--- config.mk ---
export PLATFORM = sky130hd
export DESIGN_NAME = ram_uart_dump
export DESIGN_NICKNAME = d
export VERILOG_FILES = /design/src/rtl/ram_uart_dump.sv
export SDC_FILE = /design/constraint.sdc
export NUM_CORES = 1
export LEC_CHECK = 0
export ABC_AREA = 1
export BUFFER_PORTS_ARGS = -buffer_cell sky130_fd_sc_hd__buf_2
export CAP_MARGIN = 20
export CORE_AREA = 2 2 78 80
export DETAILED_ROUTE_END_ITERATION = 10
export DIE_AREA = 0 0 80 82
export PLACE_DENSITY = 0.58
export SYNTH_ARGS = -nofsm -noshare
export SYNTH_HDL_FRONTEND = slang
export SYNTH_SLANG_ARGS = --single-unit
--- constraint.sdc ---
create_clock -name clk -period 2.38 [get_ports clk]
set_clock_uncertainty 0.2 [all_clocks]
set_input_delay 0.238 -clock clk [delete_from_list [all_inputs] [get_ports clk]]
set_output_delay 0.238 -clock clk [all_outputs]
set_load 0.02 [all_outputs]
--- src/rtl/ram_uart_dump.sv ---
// ram_uart_dump: walks the data RAM after end-of-run and sends each word as two UART 8N1 bytes, high byte first; `define DUMP_CHECKSUM_EN appends an XOR checksum byte
module ram_uart_dump #(
  parameter int CLK_DIV    = 868,
  parameter int ADDR_WIDTH = 6,
  parameter int DATA_WIDTH = 16,
  parameter int WORD_COUNT = 64
) (
  input  logic                  clk,
  input  logic                  reset,
  input  logic                  start,
  input  logic [DATA_WIDTH-1:0] ram_data,
  output logic [ADDR_WIDTH-1:0] ram_addr,
  output logic                  ram_re,
  output logic                  tx,
  output logic                  busy,
  output logic                  done
);
  localparam int DW = CLK_DIV > 1 ? $clog2(CLK_DIV) : 1;
  typedef enum logic [2:0] {IDLE, FETCH, LATCH, SEND, DONE
`ifdef DUMP_CHECKSUM_EN
    , CKSUM
`endif
  } state_t;
  state_t state, next;
  logic rearm, lo, bit_end, frame_end, last, sending;
  logic [ADDR_WIDTH-1:0] idx;
  logic [DW-1:0] div;
  logic [3:0] bitn;
  logic [9:0] frame;
  logic [7:0] lo_byte;
`ifdef DUMP_CHECKSUM_EN
  logic [7:0] cks;
  assign sending = state == SEND || state == CKSUM;
`else
  assign sending = state == SEND;
`endif
  assign bit_end   = div == DW'(CLK_DIV - 1);
  assign frame_end = bit_end && bitn == 4'd9;
  assign last      = idx == ADDR_WIDTH'(WORD_COUNT - 1);
  assign tx        = frame[0];
  assign busy      = state != IDLE && state != DONE;
  assign done      = state == DONE;
  assign ram_re    = state == FETCH;
  assign ram_addr  = state == IDLE ? '0 : idx;
  always_comb begin
    next = state;
    case (state)
      IDLE:  next = start && rearm ? FETCH : IDLE;
      FETCH: next = LATCH;
      LATCH: next = SEND;
`ifdef DUMP_CHECKSUM_EN
      SEND:  next = frame_end && lo ? (last ? CKSUM : FETCH) : SEND;
      CKSUM: next = frame_end ? DONE : CKSUM;
`else
      SEND:  next = frame_end && lo ? (last ? DONE : FETCH) : SEND;
`endif
      DONE:  next = start ? DONE : IDLE;
      default: next = IDLE;
    endcase
  end
  always_ff @(posedge clk) begin
    if (reset) begin
      state   <= IDLE;
      rearm   <= 1'b1;
      idx     <= '0;
      div     <= '0;
      bitn    <= '0;
      lo      <= 1'b0;
      frame   <= '1;
      lo_byte <= '0;
`ifdef DUMP_CHECKSUM_EN
      cks     <= '0;
`endif
    end else begin
      state <= next;
      if (state == IDLE && next == FETCH) begin
        idx   <= '0;
        rearm <= 1'b0;
`ifdef DUMP_CHECKSUM_EN
        cks   <= '0;
`endif
      end
      if (state == DONE && !start)
        rearm <= 1'b1;
      if (state == LATCH) begin
        lo_byte <= ram_data[7:0];
        frame   <= {1'b1, ram_data[15:8], 1'b0};
        div     <= '0;
        bitn    <= '0;
        lo      <= 1'b0;
`ifdef DUMP_CHECKSUM_EN
        cks     <= cks ^ ram_data[15:8];
`endif
      end
      if (sending) begin
        div <= bit_end ? '0 : div + 1'b1;
        if (bit_end) begin
          frame <= {1'b1, frame[9:1]};
          bitn  <= bitn + 4'd1;
        end
        if (frame_end) begin
          bitn <= '0;
          if (state == SEND) begin
            if (!lo) begin
              frame <= {1'b1, lo_byte, 1'b0};
              lo    <= 1'b1;
`ifdef DUMP_CHECKSUM_EN
              cks   <= cks ^ lo_byte;
`endif
            end else if (!last) begin
              idx <= idx + 1'b1;
            end
`ifdef DUMP_CHECKSUM_EN
            else begin
              frame <= {1'b1, cks, 1'b0};
            end
`endif
          end
        end
      end
    end
  end
endmodule

# Word-level counts from Yosys, hierarchy flattened
# Index checks and enable logic that the tools add are counted.
classes:
  n_eq_ne: 9
  add_sub_neg: 3
  reduce_logical: 11
  muxes: 27
ops:
  columns: ["cell", "n"]
  rows:
  - ["2-to-1 mux 10 bit", 8]
  - ["2-to-1 mux 6 bit", 6]
  - ["2-to-1 mux 4 bit", 4]
  - ["case mux 3 bit (5 select lines)", 1]
  - ["adder 10 x 1 -> 10 bit, second input constant", 1]
  - ["equality test 10 bit, second input constant", 1]
  - ["2-to-1 mux 3 bit", 3]
  - ["adder 6 x 1 -> 6 bit, second input constant", 1]
  - ["equality test 3 x 1 -> 1 bit, second input constant", 2]
  - ["equality test 3 x 2 -> 1 bit, second input constant", 2]
  - ["equality test 6 bit, second input constant", 1]
  - ["logical AND 1 bit", 6]
  - ["2-to-1 mux 1 bit", 5]
  - ["adder 4 x 1 -> 4 bit, second input constant", 1]
  - ["equality test 4 bit, second input constant", 1]
  - ["equality test 3 bit, second input constant", 1]
  - ["zero test 3 bit", 1]
  - ["!= test 3 bit, second input constant", 1]
  - ["nonzero test 3 bit", 1]
  - ["nonzero test 2 bit", 1]
  - ["OR reduction 2 bit", 1]
  - ["zero test 1 bit", 1]
word_totals:
  reg_bits: 43
  inputBits: 19

# Longest topological paths before layout
depth:
  word_depth: 12
  ltp_mapped: 10
  ltp_nobuf: 10

# Worst setup path after synthesis
# OpenSTA, ideal clock, no wires.
synth_path:
  path_type: "reg-to-reg"
  startpoint: "register div[0]"
  endpoint: "register frame[1]"
  n_path_buf: 1
  arrival_time_ns: 1.441
  t_required_ns: 2.063
  period_less_slack_ns: 1.758
  path_stages_with_launch: 8
  setup_slack_ns: 0.622
  setup_time_ns: 0.117
  path_cell_list: "dfxtp_1 -> ha_1 -> nand3_2 -> nor3_4 -> nand3_2 -> buf_6 -> o211ai_2 -> nand2_1"
synth_via:
  elab_chain_len: 5
synth_lines:
  columns: ["item", "line", "text"]
  rows:
  - ["start: declaration", "27", "logic [DW-1:0] div;"]
  - ["start signal: assignment", "96", "div <= bit_end ? '0 : div + 1'b1;"]
  - ["equality test 10 bit (*)", "37", "assign bit_end = div == DW'(CLK_DIV - 1);"]
  - ["2-to-1 mux 10 bit", "97", "if (bit_end) begin"]
  - ["2-to-1 mux 10 bit", "104", "if (!lo) begin"]
  - ["2-to-1 mux 10 bit (*)", "101", "if (frame_end) begin"]
  - ["2-to-1 mux 10 bit (*)", "95", "if (sending) begin"]
  - ["end signal: assignment", "87", "frame <= {1'b1, ram_data[15:8], 1'b0};"]
  - ["end signal: assignment", "98", "frame <= {1'b1, frame[9:1]};"]
  - ["end signal: assignment", "105", "frame <= {1'b1, lo_byte, 1'b0};"]
  - ["end: declaration", "29", "logic [9:0] frame;"]
# Every way passes the cells marked *; elsewhere a longest branch is shown, timed or not.
# A chain may end at the register's enable or synchronous reset.

# Worst setup path after layout
layout_path:
  startpoint: "register div[0]"
  endpoint: "register frame[6]"
# Same word-level chain as after synthesis.

==> results.md <==
* Vias post-DR at roughly 2400
* Post-Syn Area at between 2000 and 2500 um2
* Critical Path Max Stage Delay at 0.40 ns
* Critical Path Source Type: register
* Worst Path Required at 2.37 ns
* Met3 usage at between 3 and 4%
* Post-DP HPWL at just over 4 mm
* Critical path buffers and inverters at 0
* Via density per instance at around 5.2
* Residual DRC at 0
* GP Congestion at 0.873
* Synth area leader: dfxtp_1
* Fin util at roughly half
* Hold Crit Start: ram_data[5]
* First DRT Iteration DRCs at 149
* ANT cells at 0
* Clk root buf: clkbuf_8
* Synth top area share at approximately a third
* Port bufs at 28
* Clock tree sinks at 43
* Max Slew Vio Count at 0
* GRT Total Usage at a little under a fifth
* Vias in the first global route at around 2100
* Max Root-Sink Buffers at 2
* CP most frequent cell: nand3_2
* Unrepaired setup endpoints after global routing: no
* Critical-path cell list: ha_1 > nand3_2 > nor3_4 > nand3_2 > o211ai_2 > nand2_1
* TritonCTS clock tree: done
* Die X at about 80 um
* Largest net degree at the start of global routing at 35
* Most frequent cells in the layout: nand2_1 (98), nand3_1 (47), dfxtp_1 (43), a21oi_1 (34), inv_1 (32)
* Htree depth at 2
* GRT Max-Usage Layer: met2
* Ys Warns at 0
* Met2 usage at about 30%
* Pwr Density at around 570 nW/um2
* CTS buffer count at 5
* Detailed Routing Iterations Pass 1 at 5
* RR Startpoint: div[0]$_SDFFE_PP0P_
* Non-Filler Instances at ~470
* Core box area at around 5700 um2
* Worst path arrival time at 2.06 ns
* Row count at 28
* Drt wl/cell at around 13 um
* Final setup fails at 0
* Clk_lat worst skew at approximately 0.3 ns
* Max-cap viol count at 0
* Actual slew at the worst max-slew pin at 0.425 ns
* Hold Path Class: in2reg
* DRT Wirelength at just under 6 mm
* Rel. slew slack at 71.7%
* # IOs at 29
* Post-DRT Antenna Nets at 0
* Placed cells at 458
* Register area share after synthesis at approximately a third
* Fin crit period at about 2.1 ns
* Syn Area/Cell at between 6 and 7 um2
* Synth Register Bits at 43
* Crit-path max FO at 16
* Slowest cell on the critical path: dfxtp_1
* Worst IR Drop VDD at around 250 uV
* Met1 Resource Use GR at 26.1%
* Run status: finished, final reports clean
* Initial antenna violation count at 0
* Post_cts resized at 0
* Reg clk slew, reported paths at around 0.08 ns
* First-pass GRT wire length at 9.83 mm
* Layout Nets at 420
* Top cells by area, synth: dfxtp_1 (35%), nand2_1 (15%), nand3_1 (9.5%)
* Die area at between 6000 and 7000 um2
* Grt ovf at 0
* Final period utilization at 86.9%
* Synth Instances at about 360
* Crit path from: div[0]$_SDFFE_PP0P_
* Lkg Pwr at around 1.1 nW
* Chip Height at ~82 um
* Share of cells above drive strength 1 at between 10% and 20%
* Distinct cells, synth at 30
* CP top delay family: simple AND/OR/NAND/NOR gates
* Setup TNS at 0 ns
* Fin. Hold Viols at 0
* Fmax at 483 MHz
* Starting Density at 43.0%
* Commonest non-fill, non-tap cell in the layout: nand2_1
* Crit path kind: reg2reg
* Mapped Nets at between 300 and 400
* Layout overhead on the synthesized area at 15.2%
* Crit path capture type: register
per-stage QoR:
step	instance area (um2)	setup WS, ns	hold slack [ns]	power, mW
floorplan	2470	0.622	0.141	1.02
global placement	2670	0.369	0.251	1.10
detailed placement	2670	0.307	0.249	1.11
CTS	2850	0.299	0.000546	1.64
global route	2850	0.140	0.0134	1.71
finish	2850	0.311	0.00491	1.62
metal layers:
metal  wire (um)  share of wire, %
met1        2980                50
met2        2660                45
met3         254               4.3
met4          61               1.0
met5           0                 0
sequential cells by signal (all words and copies together), names as in the netlist:
register and flops:
div 10, frame 10, lo 1, rearm 1
idx 6, lo_byte 8, bitn 4, state 3
synthesized netlist by cell type, drive strengths merged:
library cell  number
a211oi             2
a21oi             34
and3               2
buf                8
clkbuf             6
dfxtp             43
ha                 4
inv               37
nand2            100
nand3             52
nand3b             1
nand4              8
nor2              30
nor3               7
o211ai             8
o21ai             12
o22ai              4
o31ai              1
xor2               4
final cells by class:
cell class,instances,area (um2)
fill,601,2900
multi-input combinational,269,1390
sequential,43,861
timing repair buffer,41,255
inverter,37,139
clock buffer,7,96.3
tap,75,93.8
clock inverter,1,7.51
kinds of logic after synthesis:
kind of cell / synth area share [%]
fa+ha+maj: 2.03
xor+xnor: 1.42
flops: 34.8
buf+inv: 8.76
simple gates: 37.7
compound gates: 15.3
power by group:
group | total, mW | internal [mW] | switching, mW
Clock | 0.523 | 0.264 | 0.258
Combinational | 0.307 | 0.110 | 0.197
Sequential | 0.790 | 0.762 | 0.0281
worst min-delay path, cell delays in order:
cell and delay, ns:
buf_2 0.10, nand3_1 0.07, a21oi_1 0.06
final timing paths:
kind	cells past startpoint	to	slack, ns
hold / removal	3	lo_byte[5]$_SDFFE_PP0P_	0.005
setup / recovery	6	frame[6]$_SDFF_PP1_	0.31
hold reg to reg	2	lo_byte[0]$_SDFFE_PP0P_	0.28
setup reg to reg	6	frame[6]$_SDFF_PP1_	0.31
timing repair:
action,in CTS,in global routing
buffers inserted,0,0
hold buffers,7,0
hold endpoints to repair,7,0
Note: power is estimated with default switching activity, not from simulation.
